==> config.mk <==
export PLATFORM = sky130hd
export DESIGN_NAME = sequence_stepper_flat
export DESIGN_NICKNAME = d
export VERILOG_FILES = /design/src/rtl/sequence_stepper_if.sv /design/src/rtl/sequence_stepper.sv /design/src/flat_wrapper.sv
export SDC_FILE = /design/constraint.sdc
export NUM_CORES = 1
export LEC_CHECK = 0
export ABC_AREA = 1
export BUFFER_PORTS_ARGS = -buffer_cell sky130_fd_sc_hd__buf_2
export CORE_MARGIN = 3
export CORE_UTILIZATION = 39
export DETAILED_ROUTE_END_ITERATION = 7
export MAX_ROUTING_LAYER = met4
export SYNTH_ARGS = -nofsm -noshare
export SYNTH_HDL_FRONTEND = slang
export SYNTH_SLANG_ARGS = --single-unit
==> constraint.sdc <==
create_clock -name clock -period 1.68 [get_ports clock]
set_clock_uncertainty 0.15 [all_clocks]
set_input_delay 0.084 -clock clock [delete_from_list [all_inputs] [get_ports clock]]
set_output_delay 0.084 -clock clock [all_outputs]
set_load 0.05 [all_outputs]
==> src/rtl/sequence_stepper_if.sv <==
// sequence_stepper_if: command inputs and display outputs of the sequence stepper
interface sequence_stepper_if #(
    parameter int DIGIT_W = 4,
    parameter int IDX_W   = 4
);
    logic [1:0]         cmd;
    logic               step_en;
    logic               auto_run;
    logic [DIGIT_W-1:0] out;
    logic [IDX_W-1:0]   index;
    logic               display_on;
    logic               wrap;

    modport master (output cmd, step_en, auto_run, input out, index, display_on, wrap);
    modport slave  (input cmd, step_en, auto_run, output out, index, display_on, wrap);
endinterface

==> src/rtl/sequence_stepper.sv <==
// sequence_stepper: wrap-around digit-sequence stepper with Mealy look-ahead output; SEQUENCE_STEPPER_AUTO_STEP_EN adds periodic auto stepping
module sequence_stepper #(
    parameter int                         DIGIT_W  = 4,
    parameter int                         SEQ_LEN  = 9,
    parameter logic [SEQ_LEN*DIGIT_W-1:0] SEQ_INIT = 36'h620324157,
    parameter logic [DIGIT_W-1:0]         OFF_CODE = {DIGIT_W{1'b1}},
    parameter int                         PRESCALE = 50_000_000,
    parameter int                         IDX_W    = $clog2(SEQ_LEN)
) (
    input logic               clock,
    input logic               reset,
    sequence_stepper_if.slave sif
);
    typedef enum logic {RUN, OFF} mode_e;

    localparam logic [IDX_W-1:0] LAST = IDX_W'(SEQ_LEN - 1);

    mode_e              mode_q, mode_d;
    logic [IDX_W-1:0]   idx_q, idx_d;
    logic               wrap_q, wrap_d;
    logic [1:0]         ecmd, acmd;
    logic               tick;
    logic [DIGIT_W-1:0] seq [SEQ_LEN];

    for (genvar i = 0; i < SEQ_LEN; i++) begin : g_seq
        assign seq[i] = SEQ_INIT[i*DIGIT_W +: DIGIT_W];
    end

    assign ecmd = sif.step_en ? sif.cmd : 2'b00;

`ifdef SEQUENCE_STEPPER_AUTO_STEP_EN
    localparam int PC_W = $clog2(PRESCALE);

    logic [PC_W-1:0] pc_q, pc_d;

    assign tick = mode_q == RUN && sif.auto_run && pc_q == PC_W'(PRESCALE - 1);
    assign pc_d = (mode_q != RUN || !sif.auto_run || ecmd != 2'b00 || tick) ? '0 : pc_q + 1'b1;

    // prescale counter; any explicit command restarts the auto-step period
    always_ff @(posedge clock or posedge reset) begin
        if (reset) pc_q <= '0;
        else       pc_q <= pc_d;
    end
`else
    logic unused_auto_run;

    assign tick            = 1'b0;
    assign unused_auto_run = sif.auto_run;
`endif

    assign acmd = (ecmd == 2'b00 && tick) ? 2'b10 : ecmd;

    // next mode/position, wrap flag and look-ahead digit for the applied command
    always_comb begin
        mode_d = mode_q;
        idx_d  = idx_q;
        wrap_d = 1'b0;
        if (mode_q == OFF) begin
            if (acmd == 2'b01 || acmd == 2'b10) begin
                mode_d = RUN;
                idx_d  = '0;
            end
        end else if (acmd == 2'b11) begin
            mode_d = OFF;
        end else if (acmd == 2'b10) begin
            idx_d  = (idx_q == LAST) ? '0 : idx_q + 1'b1;
            wrap_d = idx_q == LAST;
        end else if (acmd == 2'b01) begin
            idx_d  = (idx_q == '0) ? LAST : idx_q - 1'b1;
            wrap_d = idx_q == '0;
        end
        sif.out = reset ? seq[0] : (mode_d == OFF) ? OFF_CODE : seq[idx_d];
    end

    // mode, position and wrap pulse registers
    always_ff @(posedge clock or posedge reset) begin
        if (reset) begin
            mode_q <= RUN;
            idx_q  <= '0;
            wrap_q <= 1'b0;
        end else begin
            mode_q <= mode_d;
            idx_q  <= idx_d;
            wrap_q <= wrap_d;
        end
    end

    assign sif.index      = idx_q;
    assign sif.display_on = mode_q == RUN;
    assign sif.wrap       = wrap_q;
endmodule

==> src/flat_wrapper.sv <==
// flat-port wrapper written by rule: the top's interface ports become plain ports
module sequence_stepper_flat 
#(
    parameter int                         DIGIT_W  = 4,
    parameter int                         SEQ_LEN  = 9,
    parameter logic [SEQ_LEN*DIGIT_W-1:0] SEQ_INIT = 36'h620324157,
    parameter logic [DIGIT_W-1:0]         OFF_CODE = {DIGIT_W{1'b1}},
    parameter int                         PRESCALE = 50_000_000,
    parameter int                         IDX_W    = $clog2(SEQ_LEN)
)
  (clock, reset, sif_cmd, sif_step_en, sif_auto_run, sif_out, sif_index, sif_display_on, sif_wrap);
  sequence_stepper_if #(.DIGIT_W(DIGIT_W), .IDX_W(IDX_W)) sif_i ();
  input logic clock;
  input logic reset;
  input wire logic [$bits(sif_i.cmd)-1:0] sif_cmd;
  input wire logic [$bits(sif_i.step_en)-1:0] sif_step_en;
  input wire logic [$bits(sif_i.auto_run)-1:0] sif_auto_run;
  output wire logic [$bits(sif_i.out)-1:0] sif_out;
  output wire logic [$bits(sif_i.index)-1:0] sif_index;
  output wire logic [$bits(sif_i.display_on)-1:0] sif_display_on;
  output wire logic [$bits(sif_i.wrap)-1:0] sif_wrap;
  assign sif_i.cmd = sif_cmd;
  assign sif_i.step_en = sif_step_en;
  assign sif_i.auto_run = sif_auto_run;
  assign sif_out = sif_i.out;
  assign sif_index = sif_i.index;
  assign sif_display_on = sif_i.display_on;
  assign sif_wrap = sif_i.wrap;
  sequence_stepper #(.DIGIT_W(DIGIT_W), .SEQ_LEN(SEQ_LEN), .SEQ_INIT(SEQ_INIT), .OFF_CODE(OFF_CODE), .PRESCALE(PRESCALE), .IDX_W(IDX_W)) u_core (.clock(clock), .reset(reset), .sif(sif_i));
endmodule
======== Word-level counts from Yosys, hierarchy flattened ========
Memory sizes are Yosys's and may differ from the RTL's.
Index checks and enable logic that the tools add are counted.
cells by class
  add/subtract/negate cells ............... 2
  multipliers ............................. 0
  divide/modulo/power cells ............... 0
  magnitude comparators ................... 1
  eq/ne operators ......................... 4
  shifts and indexed selects .............. 0
  muxes and demuxes ....................... 19
  bitwise operators ....................... 2
  reductions and logical operators ........ 2
operators by type and width
  operator                                                                number
  4-bit two-way mux                                                       11
  1-bit two-way mux                                                       7
  5-bit >= comparator (second input constant)                             1
  4-bit inverter with 5-bit output                                        1
  4-bit by 1-bit adder with 4-bit output (second input constant)          1
  2-bit equality test (second input constant)                             2
  4-bit equality test (second input constant)                             1
  4-bit logical NOT                                                       1
  4-bit by 1-bit subtractor with 4-bit output (second input constant)     1
  2-bit by 1-bit equality test with 1-bit output (second input constant)  1
  2-bit two-way mux                                                       1
  1-bit logical OR                                                        1
  1-bit inverter                                                          1
storage, ports and cells
  register bits ........................... 6
  bits in latches ......................... 0
  RAM bits ................................ 0
  bits in read-only memories .............. 64
  logic and storage cells ................. 34
  memories kept ........................... 1
memories
  name             depth  bits a word  read ports  clocked after memory_dff  wr ports  RTL line                source
  (no name shown)  16     4            1           0                         0         sequence_stepper.sv:72  sif.out = reset ? seq[0] : (mode_d == OFF) ? OFF_CODE : seq[idx_d];

======== Depth between registers and ports, before layout ========
  depth in word-level cells ............... 12
  gate-level depth with buffers ........... 15

======== Least setup slack after synthesis ========
OpenSTA, ideal clock, no wires.
  path kind ............................... reg2out
  start point ............................. reg u_core.idx_q[0] (netlist: u_core.sif.index[0])
  end point ............................... out sif_out[0]
  arrival time ............................ 2045 ps
  data required time ...................... 1446 ps
  setup slack ............................. -599 ps
  cell stages (with the launch flop) ...... 10
  buffers on the path ..................... 0
  path through ............................ dfrtp_1 inv_1 ha_1 o21ai_0 o21ai_0 nand2_1 nand2_2 nand2_1 nand3_1 o21bai_2
on the way
  word-level cells in the longest chain between the ends .. 12
  elaborated cells on any way between the ends .. 17
  those cells by class .................... add/sub (2); eq/ne (1); mux (11); bitwise (1); reduce/logical (1); memory (1)
ends and longest elaborated chain
  element                                                                                  RTL line                source
  from (decl)                                                                              sequence_stepper.sv:19  logic [IDX_W-1:0] idx_q, idx_d;
  from (signal assigned)                                                                   sequence_stepper.sv:83  idx_q <= idx_d;
  4-bit by 1-bit subtractor with 4-bit output / 4-bit logical NOT (equally long branches)  sequence_stepper.sv:69  idx_d = (idx_q == '0) ? LAST : idx_q - 1'b1;
  4-bit two-way mux                                                                        sequence_stepper.sv:69
  4-bit two-way mux                                                                        sequence_stepper.sv:68  end else if (acmd == 2'b01) begin
  4-bit two-way mux *                                                                      sequence_stepper.sv:65  end else if (acmd == 2'b10) begin
  4-bit two-way mux *                                                                      sequence_stepper.sv:63  end else if (acmd == 2'b11) begin
  4-bit two-way mux *                                                                      sequence_stepper.sv:58  if (mode_q == OFF) begin
  net u_core.idx_d[1]                                                                      sequence_stepper.sv:19
  4-bit inverter with 5-bit output (implied by the code) *                                 sequence_stepper.sv:72
  memory read 16 x 4 bit *                                                                 --
  4-bit two-way mux (implied by the code) * (2 in series)                                  sequence_stepper.sv:72
  4-bit two-way mux * (2 in series)                                                        sequence_stepper.sv:72
  to (decl)                                                                                flat_wrapper.sv:18      output wire logic [$bits(sif_i.out)-1:0] sif_out;
The timed path passes the listed nets; every way through them passes the cells marked *. The select of a mux whose other input is x is not followed.

======== Worst setup path after layout ========
Ends and elaborated chain as after synthesis.

==> results.md <==
* DR vias at 728
* Total GRT Usage at 18.26%
* Seq/Total Area, Yosys at 23.95%
* Worst reg2reg path depth at 10
* Clock sink count at 6
* P_leak at 0.5543 nW
* Final slew viol count at 0
* Core ar. at 1399 µm²
* Register clock-pin slew on the reported worst setup and hold paths at 0.05 ns
* Pwr/cell area at 1995 nW/µm²
* Setup CP Type: register to output pin
* Final ANT Viol Nets at 0
* Vias in the first global route at 650
* Post-DP HPWL at 1.310 mm
* Cell count after synthesis at 99
* Synth cell types at 18
* Share of the synthesized area in the top cell type at 23.95%
* Tmin final at 2.049 ns
* Area of the mapped netlist at 626.9 µm²
* # diodes at 0
* Setup crit end: sif_out[0]
* Bufs on Longest Clock Path at 2
* Area grow syn2layout at 59.28%
* DIE AREA at 2124 µm²
* Setup_tns at -1.087 ns
* EDFF count, synth at 0
* Critical path arrival at 1.81 ns
* RSZ-0062 raised after global routing: true
* Launch point of the worst path: u_core.sif.index[0]
* Total CTS buffers at 3
* Status: finished with violations
* TritonCTS clock tree: yes
* Commonest cells post-synth: nand2_1 (30), inv_1 (12), nand3_1 (12)
* IR Drop Worst-Case VDD at 929.3 µV
* R2R Path Start: u_core.sif.index[0]
* Count leader, synth: nand2_1
* GRT overflow at 0
* Clk Latency, worst-skew pair at 0.25 ns
* Top area cells in the synthesized netlist: dfrtp_1 (24%), nand2_1 (18%), ha_1 (12%), nand3_1 (9.6%), inv_1 (7.2%)
* PnR worst setup slack at -0.3687 ns
* First-iteration detailed-routing DRC count at 13
* Final count of hold timing violations at 0
* Placement Rows at 13
* Tcrit/Tclk final at 121.9%
* Routability Congestion at 0.8162
* I/O Buffers at 14
* Avg Vias per Cell at 4.919
* Chip width at 46.09 µm
* Cell accounting for the most synthesized area: dfrtp_1
* # setup viols final at 3
* Root buffer cell: clkbuf_4
* Least-Margin Pin Slew at 0.2863 ns
* First-pass GRT wire length at 2.697 mm
* Remaining DRCs at 0
* Synth async-reset ratio at 100.0%
* Total Power at 1.992 mW
* Final WL at 1.644 mm
* 1st-pass router iterations at 4
* FF-to-FF setup slack at 0.09 ns
* Share of layout cells above drive strength 1 at 53.38%
* # IOs at 16
* Syn Area/Cell at 6.332 µm²
* Syn_nets at 111
* Initial antenna violation count at 0
* Slew headroom at 80.85%
* Largest net degree at the start of global routing at 8
* DR WL/cell at 11.11 µm
* Highest Clock Rate at 488.1 MHz
* Die height at 46.09 µm
* H-Tree Depth at 1
* Syn. warnings at 0
* R2r endpoint: u_core.sif.index[3]
* Max Fanout on Critical Path at 4
* Worst path required time at 1.45 ns
* Final #Nets at 147
* Max cap viols at 0
* Critical path launch point type: register
* Failing checks: setup timing
* Hold crit path type: primary input to async pin
* Synthesized flop and latch total at 6
* Critical Path End Type: output pin
* Commonest register cell after synthesis: dfrtp_1
* Initial Util at 44.81%
-- per-stage QoR --
stage | area [µm²] | hold slack (ns) | worst slack (ns) | util [%] | std cells
final | 998.5 | 0.1775 | -0.3687 | 71.38 | 148
after global routing | 998.5 | 0.1869 | -0.4678 | 71.38 | 148
after CTS | 952.2 | 0.1825 | -0.3705 | 68.07 | 146
after detailed placement | 878.3 | -0.1059 | -0.2442 | 62.79 | 142
after global placement | 878.3 | -0.1128 | -0.1718 | 62.79 | 142
after floorplan | 688.2 | -0.2670 | -0.1961 | - | 99
-- state kept, by name, indices dropped and copies added, names as in the netlist --
signal            flops
u_core.sif.index      4
u_core.mode_q         1
u_core.sif.wrap       1
-- logic make-up (layout without fill, tap and decap cells) --
group / Yosys count / count (layout) / share of synthesized area [%]
AOI/OAI and AO/OA: 9 / 9 / 8.184
buffers and inverters: 17 / 51 / 11.78
DFF: 6 / 6 / 23.95
adders and majority gates: 6 / 6 / 11.98
and+or+nand+nor: 61 / 61 / 44.11
-- power by group --
| group | leakage [nW] | switching (mW) | internal, mW |
|---|---|---|---|
| Sequential | 0.0717 | 0.0880 | 0.211 |
| Clock | 0.0138 | 0.0599 | 0.0814 |
| Combinational | 0.469 | 0.948 | 0.603 |
| Total | 0.554 | 1.10 | 0.896 |
-- cells in the final DEF (no fill, tap or decap), types with 2 or more instances in the layout --
master	Yosys	routed
nand2_2	4	7
nor2_2	1	2
nand2_1	30	24
ha_1	6	4
nand3_2	2	5
dfrtp_2	0	4
nor2_4	0	3
nor2_1	10	6
buf_2	0	10
a21oi_1	4	3
nand3_1	12	9
dfrtp_1	6	2
nand2_4	0	3
buf_8	0	2
buf_4	0	17
clkbuf_4	0	4
o21ai_1	2	2
inv_2	3	6
inv_1	12	9
-- worst min-delay path by stage --
stage	slack (ns)	startpoint	cells after the start	end
floorplan	-0.27	reset	1	u_core.mode_q
finish	0.18	reset	3	u_core.mode_q
global route	0.19	reset	3	u_core.mode_q
detailed placement	-0.11	reset	2	u_core.mode_q
CTS	0.18	reset	3	u_core.mode_q
global placement	-0.11	reset	2	u_core.mode_q
-- area by class of cell --
class	instances	area [µm²]
Fill cell	119	400.4
Timing Repair Buffer	32	236.5
Clock buffer	3	22.52
Tap cell	15	18.77
Multi-Input combinational cell	76	503.0
Inverter	16	62.56
Sequential cell	6	155.1
-- what timing repair did --
| item | CTS | global route |
|---|---|---|
| endpoints found under the hold margin | 6 | 0 |
| pin swaps | 2 | 6 |
| resized for setup | 15 | 8 |
| setup buffers | 0 | 2 |
| gates cloned | 0 | 0 |
| endpoints found under the setup margin | 3 | 4 |
| hold buffers | 1 | 0 |
-- critical path, stage by stage (launching register included) --
cell and delay, ns:
dfrtp_2 0.43, ha_1 0.23, o21ai_0 0.17, o21ai_1 0.10
nand2_1 0.09, nand2_2 0.07, nand2_1 0.09, nand3_2 0.08
o21bai_4 0.15, buf_8 0.15
-- layer usage --
metal	global-route usage, %	share of wire (%)
met2	27.47	45
met4	2.273	0.55
met5	-	0
met3	7.422	5.6
met1	23.53	49
(Power assumes the default switching activity.)
